[src/rtl/uart_tx_arbiter_if.sv]
// Byte-stream requester bundle plus transmitter write/credit port for uart_tx_arbiter.
//   req_valid/req_data/req_last : per-requester byte streams (requester i on req_data[8i+7:8i])
//   req_ready                   : per-requester byte accept (only the granted requester)
//   tx_start/tx_in              : one-cycle write strobe and byte into the transmitter
//   tx_done                     : transmitter pulse, one per byte fully sent (credit return)
interface uart_tx_arbiter_if #(
    parameter int unsigned N = 4
);
    logic [N-1:0]   req_valid;
    logic [8*N-1:0] req_data;
    logic [N-1:0]   req_last;
    logic [N-1:0]   req_ready;
    logic           tx_done;
    logic           tx_start;
    logic [7:0]     tx_in;

    // Arbiter side
    modport slave (
        input  req_valid, req_data, req_last, tx_done,
        output req_ready, tx_start, tx_in
    );

    // Requesters + transmitter side
    modport master (
        output req_valid, req_data, req_last, tx_done,
        input  req_ready, tx_start, tx_in
    );
endinterface

[src/rtl/uart_tx_arbiter.sv]
// Round-robin frame arbiter sharing one UART transmitter between N requesters.
// Each granted frame is SOF, source ID, payload bytes, XOR checksum. Bytes are
// only issued while fewer than DEPTH are outstanding; tx_done returns credit.
//   clk          : baud clock shared with the transmitter
//   enable       : asynchronous active-low reset
//   bus          : requester streams and transmitter write/done port
//   grant_id     : current or most recent granted requester
//   frame_active : high from grant until the checksum byte is issued
//   truncated    : one-cycle pulse when a frame is cut at MAX_LEN
//   frames_sent  : completed-frame counter (wraps)
//   outstanding  : bytes issued but not yet returned by tx_done
module uart_tx_arbiter #(
    parameter int unsigned N        = 4,
    parameter int unsigned MAX_LEN  = 32,
    parameter int unsigned DEPTH    = 16,
    parameter logic [7:0]  SOF_BYTE = 8'h7E
) (
    input  logic              clk,
    input  logic              enable,
    uart_tx_arbiter_if.slave  bus,
    output logic [2:0]        grant_id,
    output logic              frame_active,
    output logic              truncated,
    output logic [15:0]       frames_sent,
    output logic [4:0]        outstanding
);
    localparam int unsigned IW = (N > 1) ? $clog2(N) : 1;

    typedef enum logic [2:0] {
        S_IDLE,
        S_SOF,
        S_HDR,
        S_PAYLOAD,
        S_CSUM
    } state_t;

    state_t      state_q, state_d;
    logic [2:0]  ptr_q, ptr_d;
    logic [2:0]  grant_q, grant_d;
    logic [7:0]  csum_q, csum_d;
    logic [7:0]  len_q, len_d;
    logic [7:0]  tx_in_q, tx_in_d;
    logic        tx_start_q, tx_start_d;
    logic        fa_q, fa_d;
    logic        trunc_q, trunc_d;
    logic [15:0] frames_q, frames_d;
    logic [4:0]  outst_q, outst_d;

    logic          avail_c;
    logic [N-1:0]  ready_c;
    logic [IW-1:0] gidx;
    logic [IW-1:0] win;
    logic [IW-1:0] cand;
    logic          found;
    logic          dec;
    logic [7:0]    req_byte [N];

    assign avail_c = (outst_q < 5'(DEPTH));
    assign gidx    = IW'(grant_q);

    // Split the flat data bus into per-requester bytes
    always_comb begin
        for (int unsigned i = 0; i < N; i++) begin
            req_byte[i] = bus.req_data[8*i +: 8];
        end
    end

    // Round-robin search upward from ptr+1, wrapping modulo N
    always_comb begin
        found = 1'b0;
        win   = '0;
        cand  = '0;
        for (int unsigned k = 1; k <= N; k++) begin
            cand = IW'((32'(ptr_q) + k) % N);
            if (!found && bus.req_valid[cand]) begin
                found = 1'b1;
                win   = cand;
            end
        end
    end

    // Frame sequencing, byte issue and credit accounting
    always_comb begin
        state_d    = state_q;
        ptr_d      = ptr_q;
        grant_d    = grant_q;
        csum_d     = csum_q;
        len_d      = len_q;
        fa_d       = fa_q;
        trunc_d    = 1'b0;
        frames_d   = frames_q;
        tx_start_d = 1'b0;
        tx_in_d    = tx_in_q;
        ready_c    = '0;

        case (state_q)
            S_IDLE: begin
                if (found) begin
                    grant_d = 3'(win);
                    fa_d    = 1'b1;
                    state_d = S_SOF;
                end
            end
            S_SOF: begin
                if (avail_c) begin
                    tx_start_d = 1'b1;
                    tx_in_d    = SOF_BYTE;
                    csum_d     = 8'h00;
                    state_d    = S_HDR;
                end
            end
            S_HDR: begin
                if (avail_c) begin
                    tx_start_d = 1'b1;
                    tx_in_d    = {5'b0, grant_q};
                    csum_d     = {5'b0, grant_q};
                    len_d      = 8'h00;
                    state_d    = S_PAYLOAD;
                end
            end
            S_PAYLOAD: begin
                ready_c[gidx] = avail_c;
                if (avail_c && bus.req_valid[gidx]) begin
                    tx_start_d = 1'b1;
                    tx_in_d    = req_byte[gidx];
                    csum_d     = csum_q ^ req_byte[gidx];
                    len_d      = len_q + 8'd1;
                    if (bus.req_last[gidx]) begin
                        state_d = S_CSUM;
                    end else if ((9'(len_q) + 9'd1) == 9'(MAX_LEN)) begin
                        // Cut here; the requester's remaining bytes form a later frame
                        state_d = S_CSUM;
                        trunc_d = 1'b1;
                    end
                end
            end
            S_CSUM: begin
                if (avail_c) begin
                    tx_start_d = 1'b1;
                    tx_in_d    = csum_q;
                    fa_d       = 1'b0;
                    frames_d   = frames_q + 16'd1;
                    ptr_d      = grant_q;
                    state_d    = S_IDLE;
                end
            end
            default: state_d = S_IDLE;
        endcase

        // A done pulse with nothing outstanding is ignored
        dec = bus.tx_done && (outst_q != 5'd0);
        case ({tx_start_d, dec})
            2'b10:   outst_d = outst_q + 5'd1;
            2'b01:   outst_d = outst_q - 5'd1;
            default: outst_d = outst_q;
        endcase
    end

    always_ff @(posedge clk or negedge enable) begin
        if (!enable) begin
            state_q    <= S_IDLE;
            ptr_q      <= 3'(N - 1);
            grant_q    <= 3'd0;
            csum_q     <= 8'h00;
            len_q      <= 8'h00;
            fa_q       <= 1'b0;
            trunc_q    <= 1'b0;
            frames_q   <= 16'h0000;
            tx_start_q <= 1'b0;
            tx_in_q    <= 8'h00;
            outst_q    <= 5'd0;
        end else begin
            state_q    <= state_d;
            ptr_q      <= ptr_d;
            grant_q    <= grant_d;
            csum_q     <= csum_d;
            len_q      <= len_d;
            fa_q       <= fa_d;
            trunc_q    <= trunc_d;
            frames_q   <= frames_d;
            tx_start_q <= tx_start_d;
            tx_in_q    <= tx_in_d;
            outst_q    <= outst_d;
        end
    end

    assign bus.req_ready = ready_c;
    assign bus.tx_start  = tx_start_q;
    assign bus.tx_in     = tx_in_q;
    assign grant_id      = grant_q;
    assign frame_active  = fa_q;
    assign truncated     = trunc_q;
    assign frames_sent   = frames_q;
    assign outstanding   = outst_q;
endmodule

[src/flat_wrapper.sv]
// flat-port wrapper written by rule: the top's interface ports become plain ports
module uart_tx_arbiter_flat 
#(
    parameter int unsigned N        = 4,
    parameter int unsigned MAX_LEN  = 32,
    parameter int unsigned DEPTH    = 16,
    parameter logic [7:0]  SOF_BYTE = 8'h7E
)
  (clk, enable, grant_id, frame_active, truncated, frames_sent, outstanding, bus_req_valid, bus_req_data, bus_req_last, bus_tx_done, bus_req_ready, bus_tx_start, bus_tx_in);
  uart_tx_arbiter_if #(.N(N)) bus_i ();
  input  logic clk;
  input  logic enable;
  output logic [2:0] grant_id;
  output logic frame_active;
  output logic truncated;
  output logic [15:0] frames_sent;
  output logic [4:0] outstanding;
  input wire logic [$bits(bus_i.req_valid)-1:0] bus_req_valid;
  input wire logic [$bits(bus_i.req_data)-1:0] bus_req_data;
  input wire logic [$bits(bus_i.req_last)-1:0] bus_req_last;
  input wire logic [$bits(bus_i.tx_done)-1:0] bus_tx_done;
  output wire logic [$bits(bus_i.req_ready)-1:0] bus_req_ready;
  output wire logic [$bits(bus_i.tx_start)-1:0] bus_tx_start;
  output wire logic [$bits(bus_i.tx_in)-1:0] bus_tx_in;
  assign bus_i.req_valid = bus_req_valid;
  assign bus_i.req_data = bus_req_data;
  assign bus_i.req_last = bus_req_last;
  assign bus_i.tx_done = bus_tx_done;
  assign bus_req_ready = bus_i.req_ready;
  assign bus_tx_start = bus_i.tx_start;
  assign bus_tx_in = bus_i.tx_in;
  uart_tx_arbiter #(.N(N), .MAX_LEN(MAX_LEN), .DEPTH(DEPTH), .SOF_BYTE(SOF_BYTE)) u_core (.clk(clk), .enable(enable), .bus(bus_i), .grant_id(grant_id), .frame_active(frame_active), .truncated(truncated), .frames_sent(frames_sent), .outstanding(outstanding));
endmodule
[config.mk]
export PLATFORM = sky130hd
export DESIGN_NAME = uart_tx_arbiter_flat
export DESIGN_NICKNAME = d
export VERILOG_FILES = /design/src/rtl/uart_tx_arbiter_if.sv /design/src/rtl/uart_tx_arbiter.sv /design/src/flat_wrapper.sv
export SDC_FILE = /design/constraint.sdc
export NUM_CORES = 1
export LEC_CHECK = 0
export ABC_AREA = 1
export BUFFER_PORTS_ARGS = -buffer_cell sky130_fd_sc_hd__buf_2
export CORE_UTILIZATION = 50
export CTS_BUF_LIST = sky130_fd_sc_hd__clkbuf_2 sky130_fd_sc_hd__clkbuf_4 sky130_fd_sc_hd__clkbuf_8
export DETAILED_ROUTE_END_ITERATION = 7
export PLACE_DENSITY = 0.78
export SYNTH_ARGS = -nofsm -noshare
export SYNTH_HDL_FRONTEND = slang
export SYNTH_SLANG_ARGS = --single-unit
[constraint.sdc]
create_clock -name clk -period 2.5 [get_ports clk]
set_input_delay 0.375 -clock clk [delete_from_list [all_inputs] [get_ports clk]]
set_output_delay 0.375 -clock clk [all_outputs]
set_load 0.005 [all_outputs]
==> impl_metrics.yaml <==
routing:
  post_drt_via_cell_ratio: 5.309
  remaining_drc_errors: 0
  drt-wirelength-per-cell_um: 13.34
  drt_iter0_drc: 191
  drt_wl_total_um: 8299
  num_vias: 3302
  firstDrtPassIters: 7
  drtAntennaViolNets: 0
yosys:
  postSynthAreaPerCell_sq_um: 7.613
  syn-cell-area_sq_mm: 0.003418
  synth_top_area_frac: 0.3880
  postSynthCellCount: 449
  synthTopCellsByArea: "dfrtp_1, nand2_1, inv_1"
  synth_nets: 500
  synth-seq-cells: 55
  ys_types: 40
  async_flop_share: 1.000
  yosys_most_used_dff: "dfrtp_1"
  ys.warnings.count: 0
  yosys.area.top_type: "dfrtp_1"
  synth_edf_count: 0
  ys_seq_area_frac: 0.4034
power_and_ir_drop:
  power_mw: 4.547
  power.density_mw_per_mm2: 1105
  ir_worst_vdd_uv: 934.1
  power.leakage_nw: 2.210
critical_path:
  critPathMaxFanout: 5
  crit_top_cell: "inv_2"
  start_kind: "flop"
  worst_setup_path_end_kind: "flop"
  path_cells: "nor2_2 > inv_2 > nor2_4 > inv_2 > nor2_8 > nand2_4 > nand3_4 > inv_2 > ha_4 > inv_2 > fa_2 > inv_2 > a21oi_1 > nor2_1 > nor2_1 > nand2_1 > nand2_1 > nor2_2 > xor2_1"
  critical_path.slowest_cell: "dfrtp_2"
  required_ns: 2.71
  worstSetupPathType: "reg -> reg"
  slowest_delay_ns: 0.46
  crit_arrival_ns: 2.56
clock_network:
  htreeDepth: 2
  cts_buffers: 5
  ctsRootBufferMaster: "clkbuf_8"
  numClockSinks: 55
  cts_tree: "done"
  insertion_delay_ns: 0.32
  holdBufCountCts: 0
  path_clk_slew_ns: 0.11
  clk_path_buf_depth: 2
placement:
  place_ws_ns: -0.01296
  placed_cells: 612
  dpl.hpwl_um: 6240
  io_buffers: 80
  gp_congestion: 0.9453
sta:
  finalClockSkew_ns: 0.008349
  slew_headroom: 0.4637
  hold_viol: 0
  finalCritPeriodShare: 0.9402
  setup_viol: 0
  hold_ws_ns: 0.1353
  drv_slew: 0
  fin_ws_ns: 0.1496
  rsz0062_at_grt: "true"
  worst_pin_slew_ns: 0.8044
  fmax_mhz: 425.5
  min_period_ns: 2.350
floorplan:
  start_util: 0.5293
  core-area_sq_mm: 0.006459
  die_h_um: 84.69
  rows: 29
  io_pins: 82
  die_x_um: 84.69
  die-area_sq_mm: 0.007172
outcome:
  status: "finished, final reports clean"
global_routing:
  grt_pass1_wl_um: 14140
  grt_pass1_vias: 3150
  grt_overflow: 0
  grt_max_degree: 36
  antenna_found_initial: 0
  track_usage: 0.2455
finish:
  drive_above_1_share: 0.2550
  final_cells: 622
  area.growth.synth_to_final_pct: 20.35
  antennaDiodeCount: 0
  layout.nets: 595
min_path:
  worstHoldPathType: "in -> async"
job:
  cap_violations: 0
[flip-flops by register name, summed over array words and instances (netlist names)]
register             flops
u_core.frames_sent      16
u_core.ptr_q             2
u_core.len_q             8
u_core.state_q           3
u_core.truncated         1
u_core.bus.tx_in         8
u_core.frame_active      1
u_core.grant_id          2
u_core.bus.tx_start      1
u_core.outstanding       5
u_core.csum_q            8
[critical path, delay by kind of cell (launching register included)]
kind,cells,cell delay (ns)
compound gates,1,0.11
xor+xnor,1,0.13
fa+ha+maj,2,0.36
buf+inv,5,0.32
flops,1,0.46
simple gates,10,0.88
[logic make-up (layout without fill, tap and decap cells)]
| group | after synthesis | in the layout | synth area share |
|---|---|---|---|
| DFF | 55 | 55 | 0.4034 |
| and+or+nand+nor | 245 | 245 | 0.3298 |
| AOI/OAI and AO/OA | 62 | 62 | 0.1113 |
| adders and majority gates | 8 | 8 | 0.03148 |
| buffers and inverters | 56 | 152 | 0.06662 |
| xor gates and xnor gates | 22 | 22 | 0.05637 |
| other | 1 | 1 | 0.001097 |
[synthesized netlist by cell type, drive strengths merged, types with 2 or more instances]
master	n
nand2	155
o22ai	3
inv	48
a21oi	8
dfrtp	53
nor2	40
buf	5
nand4	11
a21boi	5
a22oi	16
clkinv	2
nand3	29
a31oi	5
dfstp	2
xnor2	14
xor2	8
o21ai	22
nor3	8
ha	7
[per-stage QoR]
step	instance area (sq um)	TNS, ns	utilization
2_1_floorplan	3418	0	-
3_3_place_gp	3965	0	0.6139
3_5_place_dp	3965	-0.01296	0.6139
4_1_cts	4075	0	0.6310
5_1_grt	4114	-0.05349	0.6370
6_report	4114	0	0.6370
[power by group]
part / leakage (nW) / switching, mW / internal (mW)
Sequential: 0.708 / 0.269 / 1.17
Clock: 0.0526 / 0.338 / 0.216
Combinational: 1.45 / 1.56 / 0.999
[final cells by class]
cell class,count,area [sq um]
inverters,50,187.7
repair buffers,94,505.5
well taps,77,96.34
clock inverters,3,31.28
fillers,579,2345
clock buffers,5,68.82
multi-input cells,338,1844
flip-flops and latches,55,1380
[cells in the final DEF, fill, tap and decap left out, types with 2 or more instances in the layout]
master | synthesis | layout
nor2_2 | 5 | 7
ha_1 | 7 | 5
nand2_4 | 3 | 3
ha_4 | 0 | 2
o22ai_1 | 3 | 3
dfrtp_1 | 53 | 52
clkinv_1 | 2 | 2
inv_8 | 0 | 2
nor2_4 | 5 | 5
inv_2 | 6 | 9
nand2_2 | 2 | 2
a21oi_1 | 8 | 8
xor2_1 | 8 | 8
inv_1 | 42 | 39
xnor2_1 | 14 | 14
a21boi_0 | 5 | 5
buf_2 | 2 | 80
buf_4 | 2 | 14
a31oi_1 | 5 | 5
nand4_1 | 11 | 11
o21ai_0 | 19 | 19
nor2_1 | 29 | 27
nand2_1 | 150 | 150
nand3_1 | 27 | 27
nor3_1 | 6 | 6
dfstp_2 | 2 | 2
clkbuf_8 | 0 | 5
o21ai_1 | 3 | 3
a22oi_1 | 16 | 16
[routing by layer]
metal  up-vias  track usage  share of wire
met2       103       0.4191           0.50
met4         0      0.05547         0.0031
met5         -            0              0
li1       1647            -              -
met1      1550       0.3270           0.45
met3         2      0.04425          0.054
[what timing repair did]
action,in CTS,in global routing
pin swaps,0,2
gates resized for setup,1,9
endpoints found under the setup margin,1,2
setup buffers,1,1
[worst paths after layout]
path | to | slack [ns] | from | depth (start not counted)
worst min register to register | u_core.frames_sent[15] | 0.48 | u_core.frames_sent[15] | 1
worst min-delay path | u_core.len_q[7] | 0.14 | enable | 1
worst max-delay path | u_core.outstanding[4] | 0.15 | u_core.state_q[2] | 19
worst max register to register | u_core.outstanding[4] | 0.15 | u_core.state_q[2] | 19
min in group clk | u_core.truncated | 0.36 | bus_req_last[3] | 4
max in group asynchronous | u_core.outstanding[3] | 1.60 | enable | 2
Power figures use the tool's default switching activity.
